`src/rtl/sseg_display_arbiter_if.sv`:
```
// Bus between the display requesters and sseg_display_arbiter: requests and
// per-requester digit nibbles in; grant, frame pulse and display pins out.
interface sseg_display_arbiter_if #(
    parameter int NREQ = 2,
    parameter int NDIG = 4
);
    logic [NREQ-1:0]        req;
    logic [NREQ*NDIG*4-1:0] digits;
    logic [NREQ-1:0]        gnt;
    logic                   busy;
    logic                   frame_done;
    logic [NDIG-1:0]        an;
    logic [7:0]             sseg;

    modport master (output req, digits, input gnt, busy, frame_done, an, sseg);
    modport slave  (input req, digits, output gnt, busy, frame_done, an, sseg);
endinterface

```
`src/rtl/sseg_display_arbiter.sv`:
```
// Shares one multiplexed 7-segment display among NREQ requesters via req/gnt.
// Define DISP_ROUND_ROBIN_EN for round-robin winner selection (default: fixed priority).
module sseg_display_arbiter #(
    parameter int NREQ       = 2,
    parameter int NDIG       = 4,
    parameter int SCAN_DIV   = 100000,
    parameter int MAX_FRAMES = 8
) (
    input  logic                  clk,
    input  logic                  rst,
    sseg_display_arbiter_if.slave bus
);
    localparam int IDXW = (NDIG > 1) ? $clog2(NDIG) : 1;
    localparam int CNTW = $clog2(SCAN_DIV);
    localparam int OWNW = $clog2(NREQ);
    localparam int FRMW = (MAX_FRAMES > 0) ? $clog2(MAX_FRAMES + 1) : 1;

    localparam logic [CNTW-1:0] SCAN_LAST = CNTW'(SCAN_DIV - 1);
    localparam logic [IDXW-1:0] IDX_LAST  = IDXW'(NDIG - 1);
    localparam logic [FRMW-1:0] FRM_MAX   = FRMW'(MAX_FRAMES);

    localparam logic [1:0] ST_IDLE   = 2'd0;
    localparam logic [1:0] ST_GRANT  = 2'd1;
    localparam logic [1:0] ST_SWITCH = 2'd2;

    function automatic logic [6:0] seg_decode(input logic [3:0] nib);
        case (nib)
            4'h0:    seg_decode = 7'b1000000;
            4'h1:    seg_decode = 7'b1111001;
            4'h2:    seg_decode = 7'b0100100;
            4'h3:    seg_decode = 7'b0110000;
            4'h4:    seg_decode = 7'b0011001;
            4'h5:    seg_decode = 7'b0010010;
            4'h6:    seg_decode = 7'b0000010;
            4'h7:    seg_decode = 7'b1111000;
            4'h8:    seg_decode = 7'b0000000;
            4'h9:    seg_decode = 7'b0010000;
            4'hA:    seg_decode = 7'b0001001;
            4'hB:    seg_decode = 7'b0000110;
            4'hC:    seg_decode = 7'b1000111;
            4'hD:    seg_decode = 7'b0001100;
            4'hE:    seg_decode = 7'b0111111;
            default: seg_decode = 7'b1111111;
        endcase
    endfunction

    logic [CNTW-1:0] scan_cnt_q, scan_cnt_d;
    logic [IDXW-1:0] idx_q, idx_d;
    logic            frame_done_q, frame_done_d;
    logic [1:0]      state_q, state_d;
    logic [OWNW-1:0] owner_q, owner_d;
    logic [FRMW-1:0] frame_cnt_q, frame_cnt_d;
    logic            excl_q, excl_d;
    logic [NREQ-1:0] gnt_q, gnt_d;
    logic            busy_q, busy_d;
    logic [NDIG-1:0] an_q, an_d;
    logic [7:0]      sseg_q, sseg_d;

    logic            slot_tick;
    logic            do_grant;
    logic            found;
    logic [NREQ-1:0] owner_oh, others, elig;
    logic [OWNW-1:0] winner;
    logic [3:0]      dig_sel;

    always_comb begin
        slot_tick    = (scan_cnt_q == SCAN_LAST);
        scan_cnt_d   = slot_tick ? '0 : scan_cnt_q + 1'b1;
        idx_d        = idx_q;
        if (slot_tick) begin
            idx_d = (idx_q == IDX_LAST) ? '0 : idx_q + 1'b1;
        end
        frame_done_d = slot_tick && (idx_q == IDX_LAST);
    end

    // A preempted owner stays ineligible only while someone else is waiting.
    always_comb begin
        owner_oh = NREQ'(1) << owner_q;
        others   = bus.req & ~owner_oh;
        elig     = (excl_q && (|others)) ? others : bus.req;
    end

`ifdef DISP_ROUND_ROBIN_EN
    logic [OWNW-1:0] last_owner_q, last_owner_d;

    always_comb begin
        winner = '0;
        found  = 1'b0;
        for (int k = 1; k <= NREQ; k++) begin
            if (!found && elig[(int'(last_owner_q) + k) % NREQ]) begin
                winner = OWNW'((int'(last_owner_q) + k) % NREQ);
                found  = 1'b1;
            end
        end
        last_owner_d = do_grant ? winner : last_owner_q;
    end
`else
    always_comb begin
        winner = '0;
        found  = 1'b0;
        for (int j = 0; j < NREQ; j++) begin
            if (!found && elig[j]) begin
                winner = OWNW'(j);
                found  = 1'b1;
            end
        end
    end
`endif

    always_comb begin
        state_d     = state_q;
        owner_d     = owner_q;
        frame_cnt_d = frame_cnt_q;
        excl_d      = excl_q;
        gnt_d       = gnt_q;
        do_grant    = 1'b0;
        case (state_q)
            ST_IDLE: begin
                do_grant = |bus.req;
            end
            ST_GRANT: begin
                if (frame_done_q && (frame_cnt_q != FRM_MAX)) begin
                    frame_cnt_d = frame_cnt_q + 1'b1;
                end
                if (!(|(bus.req & owner_oh))) begin
                    state_d = ST_SWITCH;
                    gnt_d   = '0;
                    excl_d  = 1'b0;
                end else if ((MAX_FRAMES != 0) && (frame_cnt_q == FRM_MAX) && (|others)) begin
                    state_d = ST_SWITCH;
                    gnt_d   = '0;
                    excl_d  = 1'b1;
                end
            end
            ST_SWITCH: begin
                if (slot_tick) begin
                    do_grant = |bus.req;
                    state_d  = ST_IDLE;
                    excl_d   = 1'b0;
                end
            end
            default: begin
                state_d = ST_IDLE;
                gnt_d   = '0;
                excl_d  = 1'b0;
            end
        endcase
        if (do_grant) begin
            state_d     = ST_GRANT;
            owner_d     = winner;
            gnt_d       = NREQ'(1) << winner;
            frame_cnt_d = '0;
            excl_d      = 1'b0;
        end
        busy_d = |gnt_d;
    end

    // Display pins follow the registered state/index/owner, one cycle behind them.
    always_comb begin
        dig_sel = bus.digits[(int'(owner_q) * NDIG + int'(idx_q)) * 4 +: 4];
        if (state_q == ST_GRANT) begin
            an_d   = ~(NDIG'(1) << idx_q);
            sseg_d = {1'b1, seg_decode(dig_sel)};
        end else begin
            an_d   = '1;
            sseg_d = 8'hFF;
        end
    end

    always_ff @(posedge clk) begin
        if (rst) begin
            scan_cnt_q   <= '0;
            idx_q        <= '0;
            frame_done_q <= 1'b0;
            state_q      <= ST_IDLE;
            owner_q      <= '0;
            frame_cnt_q  <= '0;
            excl_q       <= 1'b0;
            gnt_q        <= '0;
            busy_q       <= 1'b0;
            an_q         <= '1;
            sseg_q       <= 8'hFF;
`ifdef DISP_ROUND_ROBIN_EN
            last_owner_q <= OWNW'(NREQ - 1);
`endif
        end else begin
            scan_cnt_q   <= scan_cnt_d;
            idx_q        <= idx_d;
            frame_done_q <= frame_done_d;
            state_q      <= state_d;
            owner_q      <= owner_d;
            frame_cnt_q  <= frame_cnt_d;
            excl_q       <= excl_d;
            gnt_q        <= gnt_d;
            busy_q       <= busy_d;
            an_q         <= an_d;
            sseg_q       <= sseg_d;
`ifdef DISP_ROUND_ROBIN_EN
            last_owner_q <= last_owner_d;
`endif
        end
    end

    assign bus.gnt        = gnt_q;
    assign bus.busy       = busy_q;
    assign bus.frame_done = frame_done_q;
    assign bus.an         = an_q;
    assign bus.sseg       = sseg_q;
endmodule

```
`src/flat_wrapper.sv`:
```
// flat-port wrapper written by rule: the top's interface ports become plain ports
module sseg_display_arbiter_flat 
#(
    parameter int NREQ       = 2,
    parameter int NDIG       = 4,
    parameter int SCAN_DIV   = 100000,
    parameter int MAX_FRAMES = 8
)
  (clk, rst, bus_req, bus_digits, bus_gnt, bus_busy, bus_frame_done, bus_an, bus_sseg);
  sseg_display_arbiter_if #(.NREQ(NREQ), .NDIG(NDIG)) bus_i ();
  input  logic clk;
  input  logic rst;
  input wire logic [$bits(bus_i.req)-1:0] bus_req;
  input wire logic [$bits(bus_i.digits)-1:0] bus_digits;
  output wire logic [$bits(bus_i.gnt)-1:0] bus_gnt;
  output wire logic [$bits(bus_i.busy)-1:0] bus_busy;
  output wire logic [$bits(bus_i.frame_done)-1:0] bus_frame_done;
  output wire logic [$bits(bus_i.an)-1:0] bus_an;
  output wire logic [$bits(bus_i.sseg)-1:0] bus_sseg;
  assign bus_i.req = bus_req;
  assign bus_i.digits = bus_digits;
  assign bus_gnt = bus_i.gnt;
  assign bus_busy = bus_i.busy;
  assign bus_frame_done = bus_i.frame_done;
  assign bus_an = bus_i.an;
  assign bus_sseg = bus_i.sseg;
  sseg_display_arbiter #(.NREQ(NREQ), .NDIG(NDIG), .SCAN_DIV(SCAN_DIV), .MAX_FRAMES(MAX_FRAMES)) u_core (.clk(clk), .rst(rst), .bus(bus_i));
endmodule
```
`config.mk`:
```
export PLATFORM = sky130hd
export DESIGN_NAME = sseg_display_arbiter_flat
export DESIGN_NICKNAME = d
export VERILOG_FILES = /design/src/rtl/sseg_display_arbiter_if.sv /design/src/rtl/sseg_display_arbiter.sv /design/src/flat_wrapper.sv
export SDC_FILE = /design/constraint.sdc
export NUM_CORES = 1
export LEC_CHECK = 0
export ABC_AREA = 1
export CAP_MARGIN = 0
export CORE_MARGIN = 2
export CORE_UTILIZATION = 53
export CTS_CLUSTER_DIAMETER = 50
export CTS_CLUSTER_SIZE = 30
export DETAILED_ROUTE_END_ITERATION = 8
export PLACE_DENSITY = 0.84
export SKIP_CTS_REPAIR_TIMING = 1
export SLEW_MARGIN = 20
export SYNTH_ARGS = -nofsm -noshare
export SYNTH_HDL_FRONTEND = slang
export SYNTH_SLANG_ARGS = --single-unit
```
`constraint.sdc`:
```
create_clock -name clk -period 4.35 [get_ports clk]
set_input_delay 0.87 -clock clk [delete_from_list [all_inputs] [get_ports clk]]
set_output_delay 0.87 -clock clk [all_outputs]
set_load 0.005 [all_outputs]
```
# ---- Word level (Yosys, flattened, before mapping)
# Memory sizes are Yosys's and may differ from the RTL's. A register that Yosys moved wholly into a read port is not among the register bits.
# Cells that the tools add are included.
dict set report classes {
  n_addsub 4
  n_mul 0
  n_div 0
  n_lt_le_gt_ge 0
  n_eq_ne 11
  shift 4
  n_mux 19
  bitwise 6
  n_reduce_logical 18
}
# op count
set op_table {}
lappend op_table {{$shiftx A32 B32 Y4} 1}
lappend op_table {{$add A17 B1 Y17 const B} 1}
lappend op_table {{$eq A17 B17 Y1 const B} 1}
lappend op_table {{$mux W2} 8}
lappend op_table {{$reduce_or A2 Y1} 8}
lappend op_table {{$mux W1} 7}
lappend op_table {{$pmux W2 S3} 1}
lappend op_table {{$reduce_and A3 Y1} 2}
lappend op_table {{$logic_and A1 B1 Y1} 5}
lappend op_table {{$add A3 B2 Y4} 1}
lappend op_table {{$add A4 B1 Y4 const B} 1}
lappend op_table {{$and A2 B2 Y2} 2}
lappend op_table {{$eq A2 B2 Y1 const B} 2}
lappend op_table {{$eq A4 B4 Y1 const B} 1}
lappend op_table {{$ne A2 B1 Y1 const B} 2}
lappend op_table {{$ne A4 B3 Y1 const B} 1}
lappend op_table {{$ne A4 B4 Y1 const B} 1}
lappend op_table {{$not A4 Y4} 1}
lappend op_table {{$pmux W2 S2} 1}
lappend op_table {{$shl A1 B1 Y2 const A} 2}
lappend op_table {{$shl A1 B2 Y4 const A} 1}
lappend op_table {{$ne A3 B1 Y1 const B} 1}
lappend op_table {{$ne A3 B3 Y1 const B} 1}
lappend op_table {{$pmux W1 S3} 1}
lappend op_table {{other kinds (8)} 9}
dict set report word_totals {
  reg_bits 36
  latchBits 0
  mem_bits_rw 0
  mem_bits_ro 112
  input_bits 36
  wordCells 75
  memories 1
}
# name words word_bits read_ports rd_clocked_by_memory_dff write_ports line
set mem_list {}
lappend mem_list {{(no name shown)} 16 7 1 1 0 sseg_display_arbiter.sv:27} ;# case (nib)

# ---- Longest topological paths before layout
# Gate-level depths: netlist of run 1.
dict set report depth {
  ltp_word 13
  depth_mapped 14
  depth_no_buf 13
}

# ---- Least setup slack after synthesis of run 1
# OpenSTA, ideal clock, no wires.
dict set report synth_path {
  path_type {input-to-reg}
  start {input port bus_digits[28]}
  end {register u_core.sseg_q[6], in the netlist u_core.bus.sseg[6]}
  setup_ps 58
  t_arrival_ps 1909
  path_slack_ps 2383
  path_stages 12
  cell_sequence {inv_1 -> nand2_1 -> nand3_1 -> nand2_1 -> nand2_1 -> nand2_2 -> inv_2 -> ha_1 -> nand3b_1 -> nor2_1 -> nor2_1 -> nand2_1}
}
dict set report synth_between {
  elab_chain_cells 1
}
# element line
set synth_rtl {}
lappend synth_rtl {{start: declaration} flat_wrapper.sv:14} ;# input wire logic [$bits(bus_i.digits)-1:0] bus_digits;
lappend synth_rtl {{$shiftx A32 B32 Y4} sseg_display_arbiter.sv:160} ;# dig_sel = bus.digits[(int'(owner_q) * NDIG + int'(idx_q)) * 4 +: 4];
lappend synth_rtl {{end: declaration} sseg_display_arbiter.sv:57} ;# logic [7:0] sseg_q, sseg_d;
# No other way between the ends.
# A chain may end at the register's enable or synchronous reset.

# ---- Worst setup path after layout of run 1
dict set report layout_path {
  start {input port bus_digits[9]}
  end {register u_core.sseg_q[3], in the netlist u_core.bus.sseg[3]}
}
# Same word-level chain as after synthesis.

==> results of run 1 <==
## logic make-up after synthesis
group	count (synthesis)	synth area share, %
flops	42	33.1
compound gates	35	7.59
other cells	1	0.148
xor+xnor	6	2.07
simple gates	207	39.1
fa+ha+maj	14	6.90
buf+inv	60	11.0
## power by group through the flow
stage	clock network (W)	registers (W)	logic [W]
final	0.000234	0.000406	0.000148
after detailed placement	0	0.000415	0.000146
after global placement	0	0.000415	0.000143
after CTS	0.000240	0.000406	0.000147
after floorplan	0	0.000414	0.0000836
after global routing	0.000254	0.000408	0.000165
## metal layers
metal  vias up  global-route usage [%]  wire (microns)
li1       1234                       -               -
met1      1037                    28.5            2480
met2        45                    36.9            2500
met3        10                    4.14             222
met4         0                    8.02              87
met5         -                       0               0
## metrics by stage
stage,hold WS [ns],instances,area [sq um],total power (W)
2_1_floorplan,0.417,365,2540,0.000498
3_3_place_gp,0.429,460,3030,0.000558
3_5_place_dp,0.438,460,3030,0.000562
4_1_cts,0.456,467,3100,0.000793
5_1_grt,0.488,467,3100,0.000827
6_report,0.452,467,3100,0.000788
## layout make-up
class,count,area share [%]
multi-input combinational,263,45.7
inverter,51,6.41
tap,54,2.18
sequential,42,27.1
clock inverter,2,0.322
timing repair buffer,50,16.1
clock buffer,5,2.22
## state kept, by name, indices dropped and copies added (netlist names)
register               flops
u_core.bus.an              4
u_core.bus.busy            1
u_core.bus.frame_done      1
u_core.bus.gnt             2
u_core.bus.sseg            7
u_core.excl_q              1
u_core.frame_cnt_q         4
u_core.idx_q               2
u_core.owner_q             1
u_core.scan_cnt_q         17
u_core.state_q             2
## how the worst min path moves through the flow
stage / cells past startpoint / start / to / slack [ns]
after floorplan: 1 / u_core.scan_cnt_q[0] / u_core.scan_cnt_q[0] / 0.42
after global placement: 1 / u_core.scan_cnt_q[0] / u_core.scan_cnt_q[0] / 0.43
final: 1 / u_core.scan_cnt_q[0] / u_core.scan_cnt_q[0] / 0.45
after detailed placement: 1 / u_core.scan_cnt_q[0] / u_core.scan_cnt_q[0] / 0.44
after global routing: 2 / u_core.scan_cnt_q[13] / u_core.scan_cnt_q[13] / 0.49
after CTS: 1 / u_core.scan_cnt_q[0] / u_core.scan_cnt_q[0] / 0.46
## critical path, stage by stage
cell and delay (ns):
clkdlybuf4s50_1 0.45, nor2_1 0.04, nor2_1 0.12, o21ai_1 0.10
nand3_1 0.09, nand2_1 0.16, ha_1 0.34, nand3b_1 0.13
nand2_1 0.06, nand2_1 0.06, nand3_1 0.08
## placed cells by master (no fill, tap or decap), types with 2 or more instances in the layout
cell / Yosys / routed
nand4_1: 2 / 2
xnor2_1: 2 / 2
nand2_4: 4 / 4
nor2_4: 3 / 3
o21ai_1: 9 / 9
clkbuf_8: 0 / 5
clkdlybuf4s50_1: 0 / 50
ha_1: 14 / 14
a211oi_1: 3 / 3
inv_1: 42 / 42
nor2_2: 6 / 6
nor3b_1: 2 / 2
nand3_1: 27 / 27
nand2_1: 97 / 97
nor2_1: 42 / 42
o21ai_0: 5 / 5
a21oi_1: 14 / 14
nor3_1: 6 / 6
nand3_2: 5 / 5
dfxtp_1: 42 / 42
xor2_1: 4 / 4
nand2_2: 7 / 7
inv_2: 6 / 6
inv_4: 3 / 3
nand3b_1: 3 / 3
clkinv_2: 0 / 2
==> results.cfg, run 1 <==
[critical_path]
critPathKind = input pin to flip-flop
cp.arrival_ns = 2.49
cp-end-kind = flip-flop
crit_end = u_core.bus.sseg[3]
reg2reg_to = u_core.bus.sseg[3]
timing.rr.start = u_core.idx_q[0]
startpoint = bus_digits[9]
r2r_slack_ns = 2.02
start_kind = input pin
worstPathMaxFanout = 6
critPathRequiredTime_ns = 4.51
r2r_cells = 12

[worst_hold_path]
min_path_type = flip-flop to flip-flop

[logic_synthesis]
synth.most_common_cell = nand2_1
synthTopCellsByArea = dfxtp_1 33%, nand2_1 14%, ha_1 6.9%, inv_1 6.2%, nor2_1 6.2%
synth_commonest_cells = 97 x nand2_1, 42 x dfxtp_1, 42 x inv_1, 42 x nor2_1, 27 x nand3_1
synthesis.nets = 415
synthFlopType = dfxtp_1
ys_async_sr_fraction_pct = 0
ys_seq_area_share_pct = 33.1
yosysWarningCount = 0
synth_seq_cells = 42
yosysTopAreaCell = dfxtp_1
synth_edf_count = 0
syn_inst = 365
syn_area_per_cell_sq_um = 6.96
netlist_area_sq_um = 2540
synth_top_area_share_pct = 33.1
synth_cell_type_count = 34

[timing]
fin_crit_sh_pct = 53.5
relSlewSlack_pct = 50.0
fin_worst_skew_ns = 0.00489
fin_crit_ns = 2.33
max_freq_mhz = 429
worst_pin_slew_ns = 0.749
setup_viol = 0
timing.final.ws_setup_ns = 2.02
setup_tns_ns = 0
maxSlewViolCount = 0
hold_viol = 0
rsz0062_at_grt = false

[clock_tree]
cts_buffer_depth = 2
cts_buffers = 5
htree_levels = 2
clock_latency_ns = 0.29
cts.sinks = 42
root_buffer = clkbuf_8
clk_pin_slew_ns = 0.08
cts_tree = yes

[route]
drt_iter0_drc = 147
num_vias = 2326
wl_per_cell_microns = 11.3
drt-pass1-iter-count = 4
viasPerCell = 4.98
route.detailed.drc = 0
finalWirelength_mm = 5.29
ant_nets = 0

[grt]
antenna_found_initial = 0
grt_pass1_vias = 2173
grt_pass1_wl_mm = 9.32
track_usage_pct = 22.2
gr-total-overflow = 0
grt_max_degree = 21

[run]
max-cap-violations = 0

[floorplan]
io_pins = 52
die_area_sq_um = 5360
die_h_microns = 73.2
fp.dieW_microns = 73.2
core-area_sq_um = 4660
start_util_pct = 54.5
rows = 25

[final_layout]
fillers = 409
regArea_sq_um = 841
nets = 463
fin_util_pct = 66.6
drive_gt1_share_pct = 10.9
area_delta_synth_final_pct = 22.3
multi_input_area_sq_um = 1420
antenna_cells = 0

[placement]
pre_cts_ws_ns = 1.75
port_buffers = 50
hpwl_mm = 4.05
gp_congestion = 0.969

[power]
power_switching_w = 0.000208
p_int_w = 0.000580
p_seq_share_pct = 51.6
power.density_nw_per_um2 = 254
clock_power_share_pct = 29.7
leakage_nw = 1.38
vdd_drop_max_mv = 0.213
switching_share_pct = 26.4
p_comb_share_pct = 18.7

[status]
status = complete, no violations
Power figures use the tool's default switching activity.
==> run 2: changes to the inputs <==
- CORE_UTILIZATION: 53 -> 46
- PLACE_DENSITY: 0.84 -> 0.78
- clock period: 4.35 -> 2.07 ns (I/O delays scaled with it)
==> results.cfg, run 2 (synthesized netlist as in run 1, its figures left out) <==
[clock_tree]
cts.sinks = 42
clock_latency_ns = 0.30
htree_levels = 2
clk_pin_slew_ns = 0.07
cts_buffer_depth = 2
cts_tree = yes
cts_buffers = 5
root_buffer = clkbuf_8

[timing]
fin_crit_ns = 1.90
fin_crit_sh_pct = 91.6
timing.final.ws_setup_ns = 0.174
hold_slack_ns = 0.446
max_freq_mhz = 527
fin_worst_skew_ns = 0.00751
rsz0062_at_grt = false
setup_viol = 0
hold_viol = 0
maxSlewViolCount = 0

[final_layout]
drive_gt1_share_pct = 12.4
fillers = 524
regMostFlops = u_core.scan_cnt_q
nets = 469
final_cell_mix = 96 x nand2_1, 50 x clkdlybuf4s50_1, 42 x inv_1, 42 x nor2_1, 42 x dfxtp_1
multi_input_area_sq_um = 1420
layout_commonest_cell = nand2_1
antenna_cells = 0
area_delta_synth_final_pct = 26.0
largest_reg_flops = 17
regArea_sq_um = 841
final_cells = 492

[route]
drt-pass1-iter-count = 4
route.detailed.drc = 0
num_vias = 2316
ant_nets = 0
wl_per_cell_microns = 10.7
drt_iter0_drc = 93
viasPerCell = 4.71
finalWirelength_mm = 5.27

[critical_path]
cp_slowest_cell = dfxtp_1
cp-end-kind = flip-flop
r2r_cells = 14
max_stage_delay_ns = 0.36
cp.arrival_ns = 2.14
path_cells = buf_12 > inv_4 > nand2_1 > nand2_1 > nand2_1 > nand2_1 > nand2_1 > nand2_2 > inv_2 > ha_1 > nand3b_1 > nor2_1 > nor2_1 > nand2_1
worstPathMaxFanout = 18
critPathKind = flip-flop to flip-flop
start_kind = flip-flop
r2r_slack_ns = 0.17
reg2reg_to = u_core.bus.sseg[6]
timing.rr.start = u_core.idx_q[0]
critPathRequiredTime_ns = 2.31
cp_common_cell = nand2_1

[floorplan]
io_pins = 52
start_util_pct = 47.0
fp.dieW_microns = 78.3
die_area_sq_um = 6130
rows = 27
core-area_sq_um = 5410
die_h_microns = 78.3

[run]
max-cap-violations = 0

[power]
power.density_nw_per_um2 = 534
leakage_nw = 1.41
vdd_drop_max_mv = 0.413

[grt]
grt_pass1_vias = 2184
grt_max_degree = 19
grt_pass1_wl_mm = 9.12
gr-total-overflow = 0
track_usage_pct = 18.4
antenna_found_initial = 0

[worst_hold_path]
hold_depth = 1
min_path_type = flip-flop to flip-flop
whs_endpoint = u_core.scan_cnt_q[0]
holdCritStartpoint = u_core.scan_cnt_q[0]

[placement]
gp_congestion = 0.866
pre_cts_ws_ns = -0.0350
port_buffers = 50
hpwl_mm = 4.22
post-place-cells = 484

[status]
status = complete, no violations
## run 2: final cells by class
type / count / share of cell area [%]
flip-flops and latches: 42 / 26.3
well taps: 72 / 2.82
inverters: 51 / 6.22
multi-input cells: 263 / 44.4
clock buffers: 7 / 2.70
clock inverters: 1 / 0.156
repair buffers: 56 / 17.4
## run 2: routing by layer
layer	routed length, microns	GRT usage [%]	part of all wire (%)	vias up
li1	-	-	-	1246
met1	2460	22.4	47	1024
met2	2520	32.2	48	34
met3	197	4.48	3.7	12
met4	92	5.61	1.7	0
met5	0	0	0	-
## run 2: critical path: cells and delay by family (launching register included)
family | cells | cell delay [ns]
and+or+nand+nor | 10 | 0.81
adders and majority gates | 1 | 0.30
DFF | 1 | 0.36
buffers and inverters | 3 | 0.38
## run 2: how the worst max path moves through the flow
stage | startpoint | end | slack, ns | cells after the start
finish | u_core.idx_q[0] | u_core.bus.sseg[6] | 0.17 | 14
detailed placement | bus_digits[25] | u_core.bus.sseg[3] | -0.04 | 11
CTS | u_core.idx_q[0] | u_core.bus.sseg[6] | 0.16 | 10
global placement | bus_digits[25] | u_core.bus.sseg[6] | 0.01 | 11
global route | u_core.idx_q[0] | u_core.bus.sseg[6] | 0.04 | 14
floorplan | u_core.idx_q[0] | u_core.bus.sseg[6] | 0.33 | 14
## run 2: power breakdown
part	internal [W]	switching, W	total [W]
registers	0.000836	0.0000148	0.000851
logic	0.000161	0.000156	0.000317
clock network	0.000269	0.000271	0.000540
total	0.00127	0.000441	0.00171
## run 2: through the flow
step	utilization (%)	cell area [sq um]	TNS, ns	power [W]
after global placement	57.5	3110	0	0.00118
after global routing	59.2	3200	0	0.00179
final	59.2	3200	0	0.00171
after CTS	59.1	3200	0	0.00173
after floorplan	-	2540	0	0.00105
after detailed placement	57.5	3110	-0.0682	0.00119
==> RTL edit 1 (config.mk and constraints of run 2) <==
`SCAN_DIV` is set to 100000 in 2 places; all go to 200000.
--- a/src/rtl/sseg_display_arbiter.sv
+++ b/src/rtl/sseg_display_arbiter.sv
@@ -4,5 +4,5 @@
     parameter int NREQ       = 2,
     parameter int NDIG       = 4,
-    parameter int SCAN_DIV   = 100000,
+    parameter int SCAN_DIV   = 200000,
     parameter int MAX_FRAMES = 8
 ) (
--- a/src/flat_wrapper.sv
+++ b/src/flat_wrapper.sv
@@ -4,5 +4,5 @@
     parameter int NREQ       = 2,
     parameter int NDIG       = 4,
-    parameter int SCAN_DIV   = 100000,
+    parameter int SCAN_DIV   = 200000,
     parameter int MAX_FRAMES = 8
 )
Function: same outputs for any inputs over 10 cycles, from zero or initial values and one cycle with rst high; that may be too few to reach the edited logic, so the function may still have changed.
==> RTL edit 1 against run 2 <==
Clock power up 43%; largest cell class unchanged; utilization grew 1.3 points; setup slack improved by 0.034 ns; sequential share of layout area down 0.26 points; via count increased by 10%; sequential cell count increased by 1; power is 15% higher; design area increased by 3.4%; hold slack improved by 0.0072 ns; largest power group unchanged; die area increased by 2.2%; critical endpoint unchanged; area after synthesis increased by 2.3%; wire length is 9.0% higher.
==> RTL edit 1: results (changes against run 2) <==
outcome:
  status: "complete, no violations"  # unchanged
min_path:
  hold_path_class: "reg2reg"  # unchanged
drt:
  drt_iter0_markers: 112  # was 93
  vias: 2554  # was 2316
  drt_wl_total_mm: 5.75  # was 5.27 mm
  firstDrtPassIters: 4  # unchanged
worst_setup_path:
  critical_path.max_fanout: 11  # was 18
  crit_arrival_ns: 2.10  # was 2.14 ns
  rrSetupSlack_ns: 0.21  # was 0.17 ns
finish:
  finalNetCount: 500  # was 469
  antennaDiodeCount: 0  # unchanged
  largest_reg_flops: 18  # was 17
  drive_above_1_share: 0.0843  # was 0.124
  top_register: "u_core.scan_cnt_q"  # unchanged
  fillerInstances: 516  # was 524
power_and_ir_drop:
  power.leakage_nw: 1.47  # was 1.41 nW
  ir_worst_vdd_mv: 0.492  # was 0.413 mV
place:
  dpl_cell_area_um2: 3180  # was 3110 µm²
  dp_slack_ns: 0.0178  # was -0.0350 ns
  portBuffers: 50  # unchanged
  gp_congestion: 0.848  # was 0.866
  post-dp-hpwl_mm: 4.52  # was 4.22 mm
global_routing:
  grt_pass1_vias: 2355  # was 2184
  grt_max_degree: 21  # was 19
  antenna_found_initial: 0  # unchanged
  grt_pass1_wl_mm: 9.98  # was 9.12 mm
  grt_usage: 0.198  # was 0.184
yosys:
  syn-num-nets: 443  # was 415
  yosysSeqAreaShare: 0.331  # about the same
  async_flop_share: 0  # unchanged
  synth.top_cells.by_area: "dfxtp_1, nand2_1, nand3_1"  # was dfxtp_1, nand2_1, ha_1
  yosysMostFrequentCell: "nand2_1"  # unchanged
  synth_commonest_cells: "nand2_1, inv_1, nand3_1, dfxtp_1, nor2_1"  # was nand2_1, dfxtp_1, inv_1, nor2_1, nand3_1
  synth_flop_cell: "dfxtp_1"  # unchanged
  synth.distinct_cells: 32  # was 34
  ys_warn_count: 0  # unchanged
clock_tree:
  root_buffer: "clkbuf_8"  # unchanged
  cts_max_level: 2  # unchanged
  clk_latency_ns: 0.30  # about the same
  ctsLongestPathBuffers: 2  # unchanged
  cts_buffers: 5  # unchanged
  clk_pin_slew_ns: 0.08
timing:
  fmax_mhz: 537  # was 527 MHz
  hold_viol_final: 0  # unchanged
  finClkSkew_ns: 0.00418  # was 0.00751 ns
## RTL edit 1: metal layers
layer	vias to the layer above	routed length, µm	GRT usage	share of wire
met5	-	0	0	0
met3	10	186	0.0341	0.032
met1	1156	2620	0.232	0.46
met4	0	82	0.0655	0.014
met2	43	2860	0.361	0.50
li1	1345	-	-	-
## RTL edit 1: area by class of cell
cell class / count / area [µm²] / area share
multi-input cells: 286 / 1450 / 0.438
flip-flops and latches: 43 / 861 / 0.260
repair buffers: 57 / 553 / 0.167
inverters: 57 / 221 / 0.0669
well taps: 72 / 90.1 / 0.0272
clock buffers: 6 / 72.6 / 0.0219
clock inverters: 2 / 60.1 / 0.0182
## RTL edit 1: path summary, 6_finish.rpt
check	startpoint	endpoint	cells after the start
max	u_core.idx_q[1]	u_core.bus.sseg[6]	8
min	u_core.scan_cnt_q[0]	u_core.scan_cnt_q[0]	1
max reg2reg	u_core.idx_q[1]	u_core.bus.sseg[6]	8
min reg2reg	u_core.scan_cnt_q[0]	u_core.scan_cnt_q[0]	1
## RTL edit 1: kinds of logic (layout without fill, tap and decap cells)
kind of cell    Yosys count  in the layout  synth area share
compound gates           39             39            0.0785
other cells               1              1           0.00144
buf+inv                  64            122             0.110
xor+xnor                  5              5            0.0169
flops                    43             43             0.331
simple gates            227            227             0.394
fa+ha+maj                14             14            0.0674
## RTL edit 1: metrics by stage
step                      power (mW)  cells  hold slack (ns)
final                           1.97    523            0.453
after global routing            2.06    523            0.480
after CTS                       1.98    523            0.451
after detailed placement        1.22    515            0.439
after global placement          1.21    515            0.430
after floorplan                 1.07    393            0.418
## RTL edit 1: critical path: stages (launching register included)
cell      delay [ns]
dfxtp_1         0.56
inv_4           0.13
nand3_1         0.11
nand2_1         0.08
o21ai_1         0.19
ha_1            0.27
nand3b_1        0.17
or2_0           0.21
nand3_1         0.08
## RTL edit 1: where the power goes
part	internal, mW	total, mW	switching, mW
Combinational	0.166	0.324	0.158
Sequential	0.856	0.872	0.0160
Clock	0.482	0.772	0.290
==> RTL edit 2 (settings of run 2) <==
Made on the original files. Make the reset (`rst`) asynchronous in one clocked block.
--- a/src/rtl/sseg_display_arbiter.sv
+++ b/src/rtl/sseg_display_arbiter.sv
@@ -168,5 +168,5 @@
     end
 
-    always_ff @(posedge clk) begin
+    always_ff @(posedge clk or posedge rst) begin
         if (rst) begin
             scan_cnt_q   <= '0;
Function: differs if rst is asserted again (counterexample within 4 cycles, from zero or initial values and one cycle with rst high); with rst held inactive, the same outputs for 10 cycles.
==> RTL edit 2 against run 2 <==
Sequential cell count did not move; setup slack better by 0.11 ns; clock skew grew 0.0026 ns; design area rose by 10%; wire length up 17%; sequential share of layout area is 3.9 points higher; area after synthesis grew 12%.
Power is not compared: it rests on default switching activity, and its combinational part moved more than twofold at a synthesized area within 25%.
==> RTL edit 2: results (changes against run 2) <==
worst_setup_path:
  worst_path_max_delay_cell: "dfrtp_1"  # was dfxtp_1
  critical_path.endpoint: "u_core.bus.sseg[6]"  # unchanged
  reg2regPathDepth: 12  # was 14
  critical_path.max_fanout: 15  # was 18
  rrSetupSlack_ns: 0.28  # was 0.17 ns
  crit_arrival_ns: 2.03  # was 2.14 ns
yosys:
  syn-num-nets: 444  # was 415
  async_flop_share: 1.00  # was 0
  yosysSeqAreaShare: 0.374  # was 0.331
  synth.top_cells.by_area: "dfrtp_1, nand2_1, dfstp_2"  # was dfxtp_1, nand2_1, ha_1
  syn_avg_cell_area_um2: 7.22  # was 6.96 µm²
  synth_flop_cell: "dfrtp_1"  # was dfxtp_1
timing:
  finClkSkew_ns: 0.0101  # was 0.00751 ns
  fmax_mhz: 558  # was 527 MHz
  hold_ws_ns: 0.476  # was 0.446 ns
finish:
  finalNetCount: 502  # was 469
  post_layout_nonfiller_instances: 528  # was 492
  drive_above_1_share: 0.141  # was 0.124
  fillerInstances: 531  # was 524
  regArea_um2: 1060  # was 841 µm²
global_routing:
  grt_pass1_vias: 2532  # was 2184
  grt_max_degree: 43  # was 19
  grt_pass1_wl_mm: 10.7  # was 9.12 mm
  grt_usage: 0.200  # was 0.184
place:
  dpl_cell_area_um2: 3440  # was 3110 µm²
  dp_slack_ns: 0.0721  # was -0.0350 ns
  gp_congestion: 0.893  # was 0.866
drt:
  route.detailed.wl_per_inst_um: 11.7  # was 10.7 µm
  firstDrtPassIters: 5  # was 4
  dr_wl_met3_um: 316  # was 197 µm
  via_per_inst: 5.06  # was 4.71
  wl_met1_mm: 2.80  # was 2.46 mm
  wl_met2_mm: 2.97  # was 2.52 mm
  drt_iter0_markers: 170  # was 93
min_path:
  worstHoldStart: "u_core.scan_cnt_q[0]"  # unchanged
  hold_end: "u_core.scan_cnt_q[0]"  # unchanged
outcome:
  status: "complete, no violations"  # unchanged
==> RTL edit 2: kinds of logic (layout without fill, tap and decap cells) <==
group,after synthesis,in the layout,share of synthesized area
buffers and inverters,79,138,0.117
other,1,1,0.00132
AOI/OAI and AO/OA,21,21,0.0392
adders and majority gates,14,14,0.0616
xor gates and xnor gates,8,8,0.0246
and+or+nand+nor,229,229,0.382
DFF,42,42,0.374
==> RTL edit 2: per-layer routing <==
metal,GRT usage,vias to the layer above
met2,0.341,75
met3,0.0380,11
met4,0.0607,0
li1,-,1344
met1,0.257,1244
met5,0,-
==> RTL edit 2: final cells by class <==
class	count	area share
multi-input combinational	273	0.410
tap	75	0.0266
sequential	42	0.302
clock inverter	3	0.00602
timing repair buffer	58	0.159
clock buffer	5	0.0195
inverter	72	0.0776
